File: src/rtl/rdata_uart_tx_pkg.sv
// Shared types and UART framing constants for the read-response UART return path.
package rdata_uart_tx_pkg;

    localparam logic UART_START_BIT = 1'b0;
    localparam logic UART_STOP_BIT  = 1'b1;
    localparam int   UART_DATA_BITS = 8;

    // Transmitter sequencing: one START, eight DATA bits, one STOP per byte.
    typedef enum logic [1:0] {
        ST_IDLE,
        ST_START,
        ST_DATA,
        ST_STOP
    } tx_state_e;

    // One captured read response as stored in the FIFO.
    typedef struct packed {
        logic [7:0] adr;
        logic [7:0] dat;
    } rd_entry_t;

endpackage

File: src/rtl/rdata_uart_tx_sync_fifo.sv
// Single-clock FIFO; read data is presented combinationally from the read pointer.
module rdata_uart_tx_sync_fifo #(
    parameter int WIDTH = 16,
    parameter int DEPTH = 16
) (
    input  logic                     clk_i,
    input  logic                     rst_i,
    input  logic                     push_i,
    input  logic [WIDTH-1:0]         push_data_i,
    input  logic                     pop_i,
    output logic [WIDTH-1:0]         pop_data_o,
    output logic                     empty_o,
    output logic [$clog2(DEPTH):0]   count_o
);

    localparam int AW = $clog2(DEPTH);

    logic [WIDTH-1:0] mem_q [DEPTH];
    logic [AW-1:0]    wr_ptr_q, wr_ptr_d;
    logic [AW-1:0]    rd_ptr_q, rd_ptr_d;
    logic [AW:0]      count_q, count_d;
    logic             full;
    logic             push_ok;
    logic             pop_ok;

    assign full       = (count_q == (AW+1)'(DEPTH));
    assign empty_o    = (count_q == '0);
    assign count_o    = count_q;
    assign pop_data_o = mem_q[rd_ptr_q];

    // Next-pointer and occupancy; a push into a full FIFO is only legal alongside a pop.
    always_comb begin
        // NOTE: every output of this block gets a default first so no path leaves it unassigned (no latch).
        push_ok  = push_i & (~full | pop_i);
        pop_ok   = pop_i & ~empty_o;
        wr_ptr_d = wr_ptr_q;
        rd_ptr_d = rd_ptr_q;
        count_d  = count_q;
        if (push_ok) wr_ptr_d = wr_ptr_q + AW'(1);
        if (pop_ok)  rd_ptr_d = rd_ptr_q + AW'(1);
        case ({push_ok, pop_ok})
            2'b10:   count_d = count_q + (AW+1)'(1);
            2'b01:   count_d = count_q - (AW+1)'(1);
            default: count_d = count_q;
        endcase
    end

    // Pointer and occupancy registers.
    always_ff @(posedge clk_i or posedge rst_i) begin
        // NOTE: state registers use <= so every flop samples pre-edge values regardless of statement order.
        if (rst_i) begin
            wr_ptr_q <= '0;
            rd_ptr_q <= '0;
            count_q  <= '0;
        end else begin
            wr_ptr_q <= wr_ptr_d;
            rd_ptr_q <= rd_ptr_d;
            count_q  <= count_d;
        end
    end

    // Storage array write port.
    always_ff @(posedge clk_i) begin
        // NOTE: storage is deliberately not reset; the pointers alone decide which entries are valid.
        if (push_ok) mem_q[wr_ptr_q] <= push_data_i;
    end

endmodule

File: src/rtl/rdata_uart_tx.sv
// Captures acknowledged Wishbone reads, buffers them and sends them as 8N1 UART frames.
module rdata_uart_tx
    import rdata_uart_tx_pkg::*;
#(
    parameter int CLK_DIV = 434,
    parameter int DEPTH   = 16,
    parameter bit TAG_EN  = 1'b1
) (
    input  logic       clk_i,
    input  logic       rst_i,
    input  logic       stb_i,
    input  logic       we_i,
    input  logic [7:0] adr_i,
    input  logic       ack_i,
    input  logic [7:0] dat_i,
    output logic       dout,
    output logic       busy,
    output logic       overflow
);

    localparam int AW = $clog2(DEPTH);
    localparam int TW = $clog2(CLK_DIV);
    localparam logic [TW-1:0] TIMER_LOAD = TW'(CLK_DIV - 1);

    tx_state_e   state_q, state_d;
    logic [TW-1:0] timer_q, timer_d;
    logic [2:0]  idx_q, idx_d;
    logic [7:0]  shreg_q, shreg_d;
    logic [7:0]  dat_hold_q, dat_hold_d;
    logic        last_q, last_d;
    logic        armed_q, armed_d;
    logic        overflow_q, overflow_d;
    logic        dout_q, dout_d;
    logic        busy_q, busy_d;

    logic        hit;
    logic        take_entry;
    logic        fifo_push;
    logic        fifo_pop;
    logic        fifo_full;
    logic        fifo_empty;
    logic [AW:0] fifo_count;
    rd_entry_t   fifo_wdata;
    rd_entry_t   fifo_rdata;

    rdata_uart_tx_sync_fifo #(
        .WIDTH ($bits(rd_entry_t)),
        .DEPTH (DEPTH)
    ) u_fifo (
        .clk_i       (clk_i),
        .rst_i       (rst_i),
        .push_i      (fifo_push),
        .push_data_i (fifo_wdata),
        .pop_i       (fifo_pop),
        .pop_data_o  (fifo_rdata),
        .empty_o     (fifo_empty),
        .count_o     (fifo_count)
    );

    assign fifo_full = (fifo_count == (AW+1)'(DEPTH));

    // Capture: one push per bus cycle, re-armed once the strobe drops; drops set a sticky flag.
    always_comb begin
        hit        = stb_i & ~we_i & ack_i & armed_q;
        fifo_wdata = '{adr: adr_i, dat: dat_i};
        fifo_push  = hit & (~fifo_full | fifo_pop);
        overflow_d = overflow_q | (hit & fifo_full & ~fifo_pop);
        armed_d    = armed_q;
        if (hit)         armed_d = 1'b0;
        else if (!stb_i) armed_d = 1'b1;
    end

    // UART sequencer: bit timer, bit index, entry pop and registered line/busy values.
    always_comb begin
        state_d    = state_q;
        timer_d    = timer_q;
        idx_d      = idx_q;
        shreg_d    = shreg_q;
        dat_hold_d = dat_hold_q;
        last_d     = last_q;
        take_entry = 1'b0;
        fifo_pop   = 1'b0;

        case (state_q)
            ST_IDLE: begin
                if (!fifo_empty) take_entry = 1'b1;
            end
            ST_START: begin
                if (timer_q == '0) begin
                    state_d = ST_DATA;
                    idx_d   = '0;
                    timer_d = TIMER_LOAD;
                end else begin
                    timer_d = timer_q - TW'(1);
                end
            end
            ST_DATA: begin
                if (timer_q == '0) begin
                    timer_d = TIMER_LOAD;
                    if (idx_q == 3'(UART_DATA_BITS - 1)) state_d = ST_STOP;
                    else                                  idx_d   = idx_q + 3'd1;
                end else begin
                    timer_d = timer_q - TW'(1);
                end
            end
            ST_STOP: begin
                if (timer_q == '0) begin
                    if (!last_q) begin
                        // Address byte just went out; follow with the held data byte.
                        shreg_d = dat_hold_q;
                        last_d  = 1'b1;
                        state_d = ST_START;
                        timer_d = TIMER_LOAD;
                    end else if (!fifo_empty) begin
                        take_entry = 1'b1;
                    end else begin
                        state_d = ST_IDLE;
                    end
                end else begin
                    timer_d = timer_q - TW'(1);
                end
            end
            default: state_d = ST_IDLE;
        endcase

        if (take_entry) begin
            fifo_pop   = 1'b1;
            shreg_d    = TAG_EN ? fifo_rdata.adr : fifo_rdata.dat;
            dat_hold_d = fifo_rdata.dat;
            last_d     = (TAG_EN == 1'b0);
            state_d    = ST_START;
            timer_d    = TIMER_LOAD;
        end

        case (state_d)
            ST_START: dout_d = UART_START_BIT;
            ST_DATA:  dout_d = shreg_d[idx_d];
            default:  dout_d = UART_STOP_BIT;
        endcase

        // A pop always lands in START, so without a pop the FIFO is non-empty next cycle
        // exactly when it is non-empty now or is being pushed.
        busy_d = (state_d != ST_IDLE) | ~fifo_empty | fifo_push;
    end

    // State registers; reset aborts any frame in flight and returns the line to idle-high.
    always_ff @(posedge clk_i or posedge rst_i) begin
        if (rst_i) begin
            state_q    <= ST_IDLE;
            timer_q    <= '0;
            idx_q      <= '0;
            shreg_q    <= '0;
            dat_hold_q <= '0;
            last_q     <= 1'b0;
            armed_q    <= 1'b1;
            overflow_q <= 1'b0;
            dout_q     <= UART_STOP_BIT;
            busy_q     <= 1'b0;
        end else begin
            state_q    <= state_d;
            timer_q    <= timer_d;
            idx_q      <= idx_d;
            shreg_q    <= shreg_d;
            dat_hold_q <= dat_hold_d;
            last_q     <= last_d;
            armed_q    <= armed_d;
            overflow_q <= overflow_d;
            dout_q     <= dout_d;
            busy_q     <= busy_d;
        end
    end

    assign dout     = dout_q;
    assign busy     = busy_q;
    assign overflow = overflow_q;

endmodule

File: config.mk
export PLATFORM = sky130hd
export DESIGN_NAME = rdata_uart_tx
export DESIGN_NICKNAME = d
export VERILOG_FILES = /design/src/rtl/rdata_uart_tx_pkg.sv /design/src/rtl/rdata_uart_tx_sync_fifo.sv /design/src/rtl/rdata_uart_tx.sv
export SDC_FILE = /design/constraint.sdc
export NUM_CORES = 1
export LEC_CHECK = 0
export CAP_MARGIN = 20
export CORE_MARGIN = 4
export CORE_UTILIZATION = 45
export DETAILED_ROUTE_END_ITERATION = 6
export DONT_BUFFER_PORTS = 1
export PLACE_DENSITY = 0.58
export SLEW_MARGIN = 20
export SYNTH_ARGS = -nofsm -noshare
export SYNTH_HDL_FRONTEND = slang
export SYNTH_HIERARCHICAL = 1
export SYNTH_SLANG_ARGS = --single-unit
export TNS_END_PERCENT = 50
File: constraint.sdc
create_clock -name clk_i -period 4.4 [get_ports clk_i]
set_input_delay 0.66 -clock clk_i [delete_from_list [all_inputs] [get_ports clk_i]]
set_output_delay 0.66 -clock clk_i [all_outputs]
set_load 0.01 [all_outputs]
==> summary.md, run 1 <==
| Metric | Value |
|---|---|
| Mapped Cells | 759 |
| DRT iter0 DRCs | 526 |
| Top cell by count, worst path | ha_1 |
| Yosys reg bits | 304 |
| Final min period | 4.00 ns |
| Pwr/cell area | 425 mW/mm2 |
| Startpoint types | flop |
| Commonest non-fill, non-tap cell in the layout | edfxtp_1 |
| CP bufs+invs | 2 |
| Vias/cell | 5.58 |
| DRT Wirelength | 27.7 mm |
| WS Path Type | reg2reg |
| Worst endpoint required time | 4.84 ns |
| Io pins | 24 |
| Distinct cells, synth | 55 |
| Synthesized area per cell | 16.6 um2 |
| Non-filler cells in the finished layout | 1190 |
| Final Hold Fails | 0 |
| Status | finished clean |
| Commonest non-fill, non-tap cells in the layout | edfxtp_1, mux2i_1, nand2_1, dfrtp_1, inv_1 |
| Drt first pass iters | 5 |
| Nets | 828 |
| H-Tree Depth | 1 |
| Critical R2R Capture | u_fifo/count_o[4] |
| Starting Density | 45.6% |
| Worst Hold Class | in2async |
| Clk buf depth | 3 |
| Post-CTS Resized | 0 |
| Fin Clk Skew | 0.00734 ns |
| Synth Area in Adders | 1.84% |
| Synth warn | 6 |
| Number of port buffers | 0 |
| Reg2Reg Depth | 15 |
| CP peak stage delay | 0.59 ns |
| Cell Chain, Critical Path | inv_1 -> ha_1 -> or4b_1 -> nor4_4 -> o21ai_2 -> a31oi_1 -> o21a_4 -> inv_2 -> ha_1 -> ha_1 -> nor2b_1 -> o21ai_0 -> a21oi_1 -> or3b_2 -> xnor2_1 |
| CP arrival | 4.44 ns |
| DRC violations left | 0 |
| Layout area overhead | 12.0% |
| Synth Area in Simple Gates | 4.96% |
| Worst slew pin tran | 0.932 ns |
| Slew margin rel. | 37.8% |
| Leak | 5.40 nW |
| HPWL after DPL | 16.5 mm |
| Post-synth EDFFs | 256 |
| CP Capture Type | flop |
| Vias in the first global route | 6824 |
| Reg2reg setup slack | 0.40 ns |
| Max_cap viols | 0 |
| Mux share of post-synthesis cell area | 13.0% |
| Worst VDD drop | 390 uV |
| WL/cell | 23.3 um |
| Critical path fanouts, max | 8 |
| Syn nets | 798 |
| First-pass GRT wire length | 42.1 mm |
| Synth Area in Compound Gates | 6.01% |
| RSZ-0062 raised after global routing | no |
| Xor and xnor area share after synthesis | 0.971% |
| Routability congestion estimate from global placement | 0.806 |
| Reg-to-Reg Start | timer_q[0] |
| Clock root buffer | clkbuf_16 |
| Row Count | 61 |
| Crit-path leading delay family | simple AND/OR/NAND/NOR gates |
| Clock Sinks | 304 |
| Share of cells above drive strength 1 | 16.6% |
| Core area | 0.0277 mm2 |
| Mapped cell area | 0.0126 mm2 |
| Slew Limit Fails | 0 |
| Dominant synthesized flop cell | edfxtp_1 |
| FFs w/ async S/R, synth | 15.8% |
| Setup Buffers After CTS | 0 |
| CTS tree | yes |
| Main combinational cell family by area after synthesis | multiplexers |
| Die area | 0.0308 mm2 |
| Die Height | 175 um |
| FMAX | 250 MHz |
| Highest-delay cell along the critical path | or4b_1 |
| Largest net degree at the start of global routing | 39 |
| Via count | 6638 |
| CTS Hold Buffers Added | 0 |
| Final period utilization | 90.8% |
| Num CTS Buffers | 31 |
| Sequential area share after synthesis | 70.4% |
| TNS Setup | 0 ns |
| Clock transition at path regs | 0.06 ns |
| Diodes inserted | 0 |
| Die W | 175 um |
| GRT overflow | 0 |
| GRT Util Overall | 18.1% |
| Inst Count DP | 1134 |
| Initial antenna violation count | 0 |
| Worst-Skew Late Latency | 0.57 ns |
| Remaining antenna violation count | 0 |
| Final setup fails | 0 |
[metal layers]
layer  share of wire (%)  global-route usage (%)  up-vias
li1                    -                       -     2991
met1                  42                    24.9     3417
met2                  49                    30.1      188
met3                 6.2                    3.75       42
met4                 2.2                    4.06        0
met5                   0                       0        -
[how the worst max path moves through the flow]
| stage | endpoint | start | cells after the start |
|---|---|---|---|
| CTS | u_fifo/count_o[4] | timer_q[0] | 15 |
| detailed placement | u_fifo/count_o[4] | timer_q[0] | 15 |
| finish | u_fifo/count_o[4] | timer_q[0] | 15 |
| global route | u_fifo/count_o[4] | timer_q[0] | 15 |
| floorplan | u_fifo/count_o[4] | timer_q[0] | 19 |
| global placement | u_fifo/count_o[4] | timer_q[0] | 15 |
[area by class of cell]
class	count	area, um2
multi-input combinational	378	3380
timing repair buffer	36	308
fill	2295	13600
inverter	38	143
clock inverter	16	136
tap	378	473
sequential	304	8890
clock buffer	40	810
[logic make-up after synthesis]
family,Yosys count
AO/OA/AOI/OAI,105
XOR/XNOR,14
adder cells (fa/ha/maj),18
buffers and inverters,77
flip-flops,304
multiplexers,121
AND/OR/NAND/NOR,120
[per-stage QoR]
step	utilization (%)	setup WS (ns)	hold WS [ns]	instance area, um2	total power [W]
finish	51.1	0.404	0.0194	14100	0.00602
global route	51.1	0.161	0.0395	14100	0.00623
CTS	51.1	0.420	0.0178	14100	0.00608
detailed placement	47.6	0.432	0.469	13200	0.00362
global placement	47.6	0.620	0.462	13200	0.00359
floorplan	-	0.407	0.445	12600	0.00352
[power by group]
part | internal (W) | switching (W) | leakage [nW] | total, W
Clock | 0.00141 | 0.00105 | 0.457 | 0.00246
Combinational | 0.000105 | 0.000164 | 2.06 | 0.000269
Sequential | 0.00322 | 0.0000707 | 2.88 | 0.00329
Total | 0.00474 | 0.00128 | 5.40 | 0.00602
[Yosys cell counts, types with 6 or more instances]
library cell  number  area share, %
inv_1             37            1.1
edfxtp_1         256             61
nor2_1            14           0.42
a21oi_1            8           0.32
and2_1            14           0.69
buf_2             17           0.67
mux4_2            32            5.7
clkbuf_1          14           0.42
mux2i_1           79            6.3
o21ai_0           31            1.2
a22oi_1           17            1.0
mux2_2             6           0.54
a221oi_1          32            2.2
dfrtp_1           46            9.1
ha_1              17            1.7
nand2_1           54            1.6
nand3_1            6           0.24
xnor2_1           10           0.69
and3_1             6           0.30
[flip-flops by register name, summed over array words and instances, names as in the netlist]
register         flops
busy                 1
armed_q              1
dat_hold_q           8
u_fifo/wr_ptr_q      4
u_fifo/rd_ptr_q      4
dout                 1
last_q               1
u_fifo/mem_q       256
idx_q                3
timer_q              9
overflow             1
u_fifo/count_o       5
state_q              2
shreg_q              8
No activity file was read; power rests on OpenSTA's default activity.
==> inputs of run 2 (changes only) <==
--- a/config.mk
+++ b/config.mk
@@ -6,7 +6,7 @@
 export NUM_CORES = 1
 export LEC_CHECK = 0
 export CAP_MARGIN = 20
-export CORE_MARGIN = 4
+export CORE_MARGIN = 2
 export CORE_UTILIZATION = 45
 export DETAILED_ROUTE_END_ITERATION = 6
 export DONT_BUFFER_PORTS = 1
==> run 2 against run 1 <==
  * Sequential share of layout area shrank 0.54 points
  * Die area down 4.5%
  * Power grew 3.7%
  * Critical path depth is the same
  * Cell count increased by 0.25%
  * Clock skew is 0.015 ns higher
  * Wire length shrank 0.23%
  * Clock power is 8.5% higher
  * Via count grew 1.3%
  * Maximum frequency rose by 1.6%
  * Critical path type unchanged
  * Highest routed layer unchanged
==> summary.md, run 2 (synthesized netlist as in run 1, its figures left out) <==
| Metric | Value |
|---|---|
| Critical path fanouts, max | 8 (unchanged) |
| Initial antenna violation count | 0 (unchanged) |
| Max FFs per register | 256 (unchanged) |
| CTS tree | yes (unchanged) |
| Setup Buffers After CTS | 0 (unchanged) |
| RSZ-0062 raised after global routing | no (unchanged) |
| Slew margin rel. | 59.7% (was 37.8%) |
| Fin Hold WS | 0.0851 ns (was 0.0194 ns) |
| WS Path Type | reg2reg (unchanged) |
| Flop pwr share | 52.8% (was 54.7%) |
| Drt first pass iters | 4 (was 5) |
| Fin Clk Skew | 0.0222 ns (was 0.00734 ns) |
| Reg2reg setup slack | 0.47 ns (was 0.40 ns) |
| Remaining antenna violation count | 0 (unchanged) |
| Clk buf depth | 3 (unchanged) |
| DRT iter0 DRCs | 582 (was 526) |
| Largest net degree at the start of global routing | 49 (was 39) |
| Status | finished clean (unchanged) |
| Sw frac | 21.5% (was 21.3%) |
| Die Height | 171 um (was 175 um) |
| Worst VDD drop | 340 uV (was 390 uV) |
| Highest-delay cell along the critical path | or4b_1 (unchanged) |
| Reg2Reg Depth | 15 (unchanged) |
| Worst Hold Class | in2async (unchanged) |
| Clock power share | 42.8% (was 40.8%) |
| Max_cap viols | 0 (unchanged) |
| Crit-path leading delay family | simple AND/OR/NAND/NOR gates (unchanged) |
| Vias/cell | 5.63 (was 5.58) |
| Core area | 0.0277 mm2 (unchanged) |
| Nets | 830 (was 828) |
| Biggest register | u_fifo/mem_q (unchanged) |
| FMAX | 254 MHz (was 250 MHz) |
| Critical R2R Capture | u_fifo/count_o[4] (unchanged) |
| First-pass GRT wire length | 41.9 mm (was 42.1 mm) |
| Layout area overhead | 13.0% (was 12.0%) |
| Worst-Skew Late Latency | 0.51 ns (was 0.57 ns) |
| H-Tree Depth | 2 (was 1) |
| Io pins | 24 (unchanged) |
| TNS Setup | 0 ns (unchanged) |
| CP arrival | 4.32 ns (was 4.44 ns) |
| Share of cells above drive strength 1 | 17.5% (was 16.6%) |
| Final period utilization | 89.4% (was 90.8%) |
| Final Hold Fails | 0 (unchanged) |
| Pwr/cell area | 437 mW/mm2 (was 425 mW/mm2) |
| WL/cell | 23.2 um (was 23.3 um) |
| Worst endpoint required time | 4.78 ns (was 4.84 ns) |
| DRC violations left | 0 (unchanged) |
| P_sw | 0.00134 W (was 0.00128 W) |
| Die W | 171 um (was 175 um) |
| Clock root buffer | clkbuf_16 (unchanged) |
| Pint | 0.00490 W (was 0.00474 W) |
| Setup crit end | u_fifo/count_o[4] (unchanged) |
| Row Count | 61 (unchanged) |
| CP bufs+invs | 2 (unchanged) |
| HPWL after DPL | 16.3 mm (was 16.5 mm) |
| Routability congestion estimate from global placement | 0.803 (was 0.806) |
| CP Capture Type | flop (unchanged) |
| Post-CTS Resized | 0 (unchanged) |
| Final setup fails | 0 (unchanged) |
| Regs by FF count | u_fifo/mem_q (256), timer_q (9) (unchanged) |
| Die area | 0.0294 mm2 (was 0.0308 mm2) |
| Num CTS Buffers | 34 (was 31) |
| Cell Chain, Critical Path | inv_1 -> ha_1 -> or4b_1 -> nor4_4 -> o21ai_2 -> a31oi_1 -> o21a_4 -> inv_2 -> ha_1 -> ha_1 -> nor2b_1 -> o21ai_0 -> a21oi_1 -> or3b_2 -> xnor2_1 (unchanged) |
| Pwr Total | 0.00624 W (was 0.00602 W) |
| Worst setup path start | timer_q[0] (unchanged) |
| Startpoint types | flop (unchanged) |
| GRT overflow | 0 (unchanged) |
| Via count | 6721 (was 6638) |
| Top cell by count, worst path | ha_1 (unchanged) |
| Commonest non-fill, non-tap cells in the layout | edfxtp_1, mux2i_1, nand2_1, dfrtp_1, inv_1 (unchanged) |
| CP peak stage delay | 0.58 ns (was 0.59 ns) |
| DRT Wirelength | 27.6 mm (was 27.7 mm) |
| Diodes inserted | 0 (unchanged) |
| Number of port buffers | 0 (unchanged) |
| Leak | 5.47 nW (was 5.40 nW) |
| CTS Hold Buffers Added | 0 (unchanged) |
| Starting Density | 45.6% (unchanged) |
| Reg-to-Reg Start | timer_q[0] (unchanged) |
| Clock transition at path regs | 0.06 ns (about the same) |
| Vias in the first global route | 6902 (was 6824) |
| Fill count | 2223 (was 2295) |
| Slew Limit Fails | 0 (unchanged) |
| Final min period | 3.93 ns (was 4.00 ns) |
| Worst slew pin tran | 0.596 ns (was 0.932 ns) |
| Commonest non-fill, non-tap cell in the layout | edfxtp_1 (unchanged) |
| Comb power frac | 4.4% (was 4.5%) |
| GRT Util Overall | 19.5% (was 18.1%) |
| CP Depth | 15 (unchanged) |
| Clock Sinks | 304 (unchanged) |
| Core Util, Final | 51.5% (was 51.1%) |
## run 2: cell types whose count changed in the layout (fill, tap and decap cells not counted), sizes merged
cell and delta:
clkinv +2, inv +2, buf -1, clkbuf +1
clkinvlp -1
## run 2: final cells by class
| class | count | area [um2] | share of cell area [%] |
|---|---|---|---|
| Sequential cell | 304 | 8890 | 62.3 |
| Inverter | 38 | 143 | 1.00 |
| Timing Repair Buffer | 35 | 313 | 2.19 |
| Tap cell | 378 | 473 | 3.31 |
| Clock buffer | 41 | 887 | 6.22 |
| Clock inverter | 19 | 176 | 1.24 |
| Multi-Input combinational cell | 378 | 3380 | 23.7 |
## run 2: how the worst min path moves through the flow
stage | from | endpoint | cells after the start
after floorplan | dat_hold_q[0] | dat_hold_q[0] | 2
after global placement | dat_hold_q[5] | dat_hold_q[5] | 2
after detailed placement | dat_hold_q[2] | dat_hold_q[2] | 2
after CTS | rst_i | u_fifo/count_o[0] | 1
after global routing | rst_i | u_fifo/count_o[0] | 1
final | rst_i | u_fifo/count_o[0] | 1
## run 2: power groups by stage
stage	clock, W	sequential [W]	combinational [W]
5_1_grt	0.00285	0.00331	0.000300
2_1_floorplan	0	0.00332	0.000193
6_report	0.00267	0.00329	0.000275
4_1_cts	0.00273	0.00330	0.000277
3_5_place_dp	0	0.00335	0.000274
3_3_place_gp	0	0.00334	0.000266
## run 2: metrics by stage
stage                     instances  setup WS (ns)  cell area [um2]
after detailed placement       1133          0.494            13200
final                          1193          0.467            14300
after CTS                      1193          0.496            14300
after floorplan                 759          0.407            12600
after global placement         1133          0.592            13200
after global routing           1193          0.217            14300
## run 2: routing by layer
metal | track usage, % | vias to the layer above | routed length (um)
met5 | 0 | - | 0
met3 | 3.47 | 51 | 1340
met2 | 32.1 | 194 | 13600
met1 | 26.1 | 3470 | 11800
met4 | 7.52 | 0 | 938
li1 | - | 3006 | -
==> inputs of run 3 (changes only) <==
--- a/config.mk
+++ b/config.mk
@@ -11,7 +11,6 @@
 export DETAILED_ROUTE_END_ITERATION = 6
 export DONT_BUFFER_PORTS = 1
 export PLACE_DENSITY = 0.58
-export SLEW_MARGIN = 20
 export SYNTH_ARGS = -nofsm -noshare
 export SYNTH_HDL_FRONTEND = slang
 export SYNTH_HIERARCHICAL = 1
==> results of run 3 <==
Same layout as run 2: the final DEF is identical, and so are final timing and power.
==> RTL edit: new RTL, config.mk and constraints of run 3 <==
The 4 states of `tx_state_e` get a one-hot encoding in 4 bits.
--- a/src/rtl/rdata_uart_tx_pkg.sv
+++ b/src/rtl/rdata_uart_tx_pkg.sv
@@ -8,7 +8,7 @@
     // Transmitter sequencing: one START, eight DATA bits, one STOP per byte.
-    typedef enum logic [1:0] {
-        ST_IDLE,
-        ST_START,
-        ST_DATA,
-        ST_STOP
+    typedef enum logic [3:0] {
+        ST_IDLE  = 4'b0001,
+        ST_START = 4'b0010,
+        ST_DATA  = 4'b0100,
+        ST_STOP  = 4'b1000
     } tx_state_e;
Check against the original RTL: no difference found for any inputs over 10 cycles, from zero or initial values and one cycle with rst_i high; not proved beyond that.
==> RTL edit against run 3 <==
  * Routed wire length decreased by 2.3%
  * Area after synthesis decreased by 0.69%
  * Sequential cell count increased by 2
  * Design area decreased by 0.98%
  * Non-clock buffer count decreased by 4
  * Global-route usage decreased by 0.49 points
  * Total power decreased by 0.28%
  * Via count decreased by 2.0%
  * Setup slack got worse by 0.12 ns
  * First-iteration DRC count decreased by 18%
==> RTL edit: results (changes against run 3) <==
grt_pass1_wl_um: 40500  # was 41900 µm
status: "finished clean"  # unchanged
ys_seq_area_frac: 0.713  # was 0.704
synth.area.top_cells: "edfxtp_1 61%, dfrtp_1 9.4%, mux4_2 5.7%, mux2i_1 5.7%, a221oi_1 2.2%"  # was edfxtp_1 61%, dfrtp_1 9.1%, mux2i_1 6.3%, mux4_2 5.7%, a221oi_1 2.2%
top_regs: "u_fifo/mem_q x256, timer_q x9"  # unchanged
grt_max_degree: 38  # was 49
worst_hold_path_type: "primary input to async pin"  # unchanged
muxShareOfSynthArea: 0.123  # was 0.130
dp_hpwl_um: 15900  # was 16300 µm
first_pass_iters: 5  # was 4
synthTopCellsByCount: "256 x edfxtp_1, 71 x mux2i_1, 60 x nand2_1"  # was 256 x edfxtp_1, 79 x mux2i_1, 54 x nand2_1
drive_above_1_share: 0.170  # was 0.175
drt_iter0_drc: 476  # was 582
nNetsFinal: 807  # was 830
synth.distinct_cells: 58  # was 55
synth_compound_area_frac: 0.0641  # was 0.0601
vdd_drop_max_v: 0.000295  # was 0.000340 V
p_leak_nw: 5.26  # was 5.47 nW
clk_latency_ns: 0.51  # about the same
synth_adder_area_share: 0.0136  # was 0.0184
fin_skew_ns: 0.0182  # was 0.0222 ns
finalWeightedCongestion: 0.752  # was 0.803
root_buffer: "clkbuf_16"  # unchanged
slowest_stage: "or4_4"  # was or4b_1
cp_data_arrival_time_ns: 4.44  # was 4.32 ns
r2r-start: "u_fifo/count_o[0]"  # was timer_q[0]
worstMarginPinSlew_ns: 0.789  # was 0.596 ns
track_usage: 0.190  # was 0.195
grt_pass1_vias: 6668  # was 6902
synth_xor_area_frac: 0.00699  # was 0.00971
synthArstFlopShare: 0.163  # was 0.158
viasPerCell: 5.60  # was 5.63
syn-num-nets: 778  # was 798
wire_per_inst_um: 23.0  # was 23.2 µm
RTL edit: power by group:
group / internal (mW) / leakage, nW / switching (mW) / total [mW]
Clock: 1.59 / 0.529 / 1.06 / 2.65
Combinational: 0.102 / 1.82 / 0.160 / 0.262
Sequential: 3.24 / 2.91 / 0.0699 / 3.31
RTL edit: per-layer routing:
layer | track usage | vias to the layer above | routed length, µm | share of wire
met5 | 0 | - | 0 | 0
met4 | 0.0567 | 0 | 590 | 0.022
met3 | 0.0345 | 35 | 1250 | 0.046
met2 | 0.336 | 143 | 14000 | 0.52
met1 | 0.241 | 3407 | 11200 | 0.41
li1 | - | 3000 | - | -
RTL edit: path summary, 6_finish.rpt:
| path | end | slack [ns] | cells after the start |
|---|---|---|---|
| max in group asynchronous | dout | 3.90 | 2 |
| hold / removal | u_fifo/rd_ptr_q[3] | 0.08 | 1 |
| setup / recovery | u_fifo/count_o[4] | 0.35 | 17 |
| min in group clk_i | armed_q | 0.22 | 1 |
| hold reg to reg | dat_hold_q[7] | 0.47 | 2 |
| setup reg to reg | u_fifo/count_o[4] | 0.35 | 17 |
RTL edit: final cells by class:
class	count	area (µm²)
multi-input combinational	384	3330
fill	2269	13500
clock inverter	15	104
tap	378	473
clock buffer	46	960
sequential	306	8950
inverter	16	60.1
timing repair buffer	31	253
RTL edit: per-stage QoR:
stage	instances	worst slack (ns)	instance area, µm²
final	1176	0.346	14100
after global routing	1176	0.143	14100
after CTS	1176	0.363	14100
after detailed placement	1115	0.377	13100
after global placement	1114	0.546	13000
after floorplan	744	0.381	12500
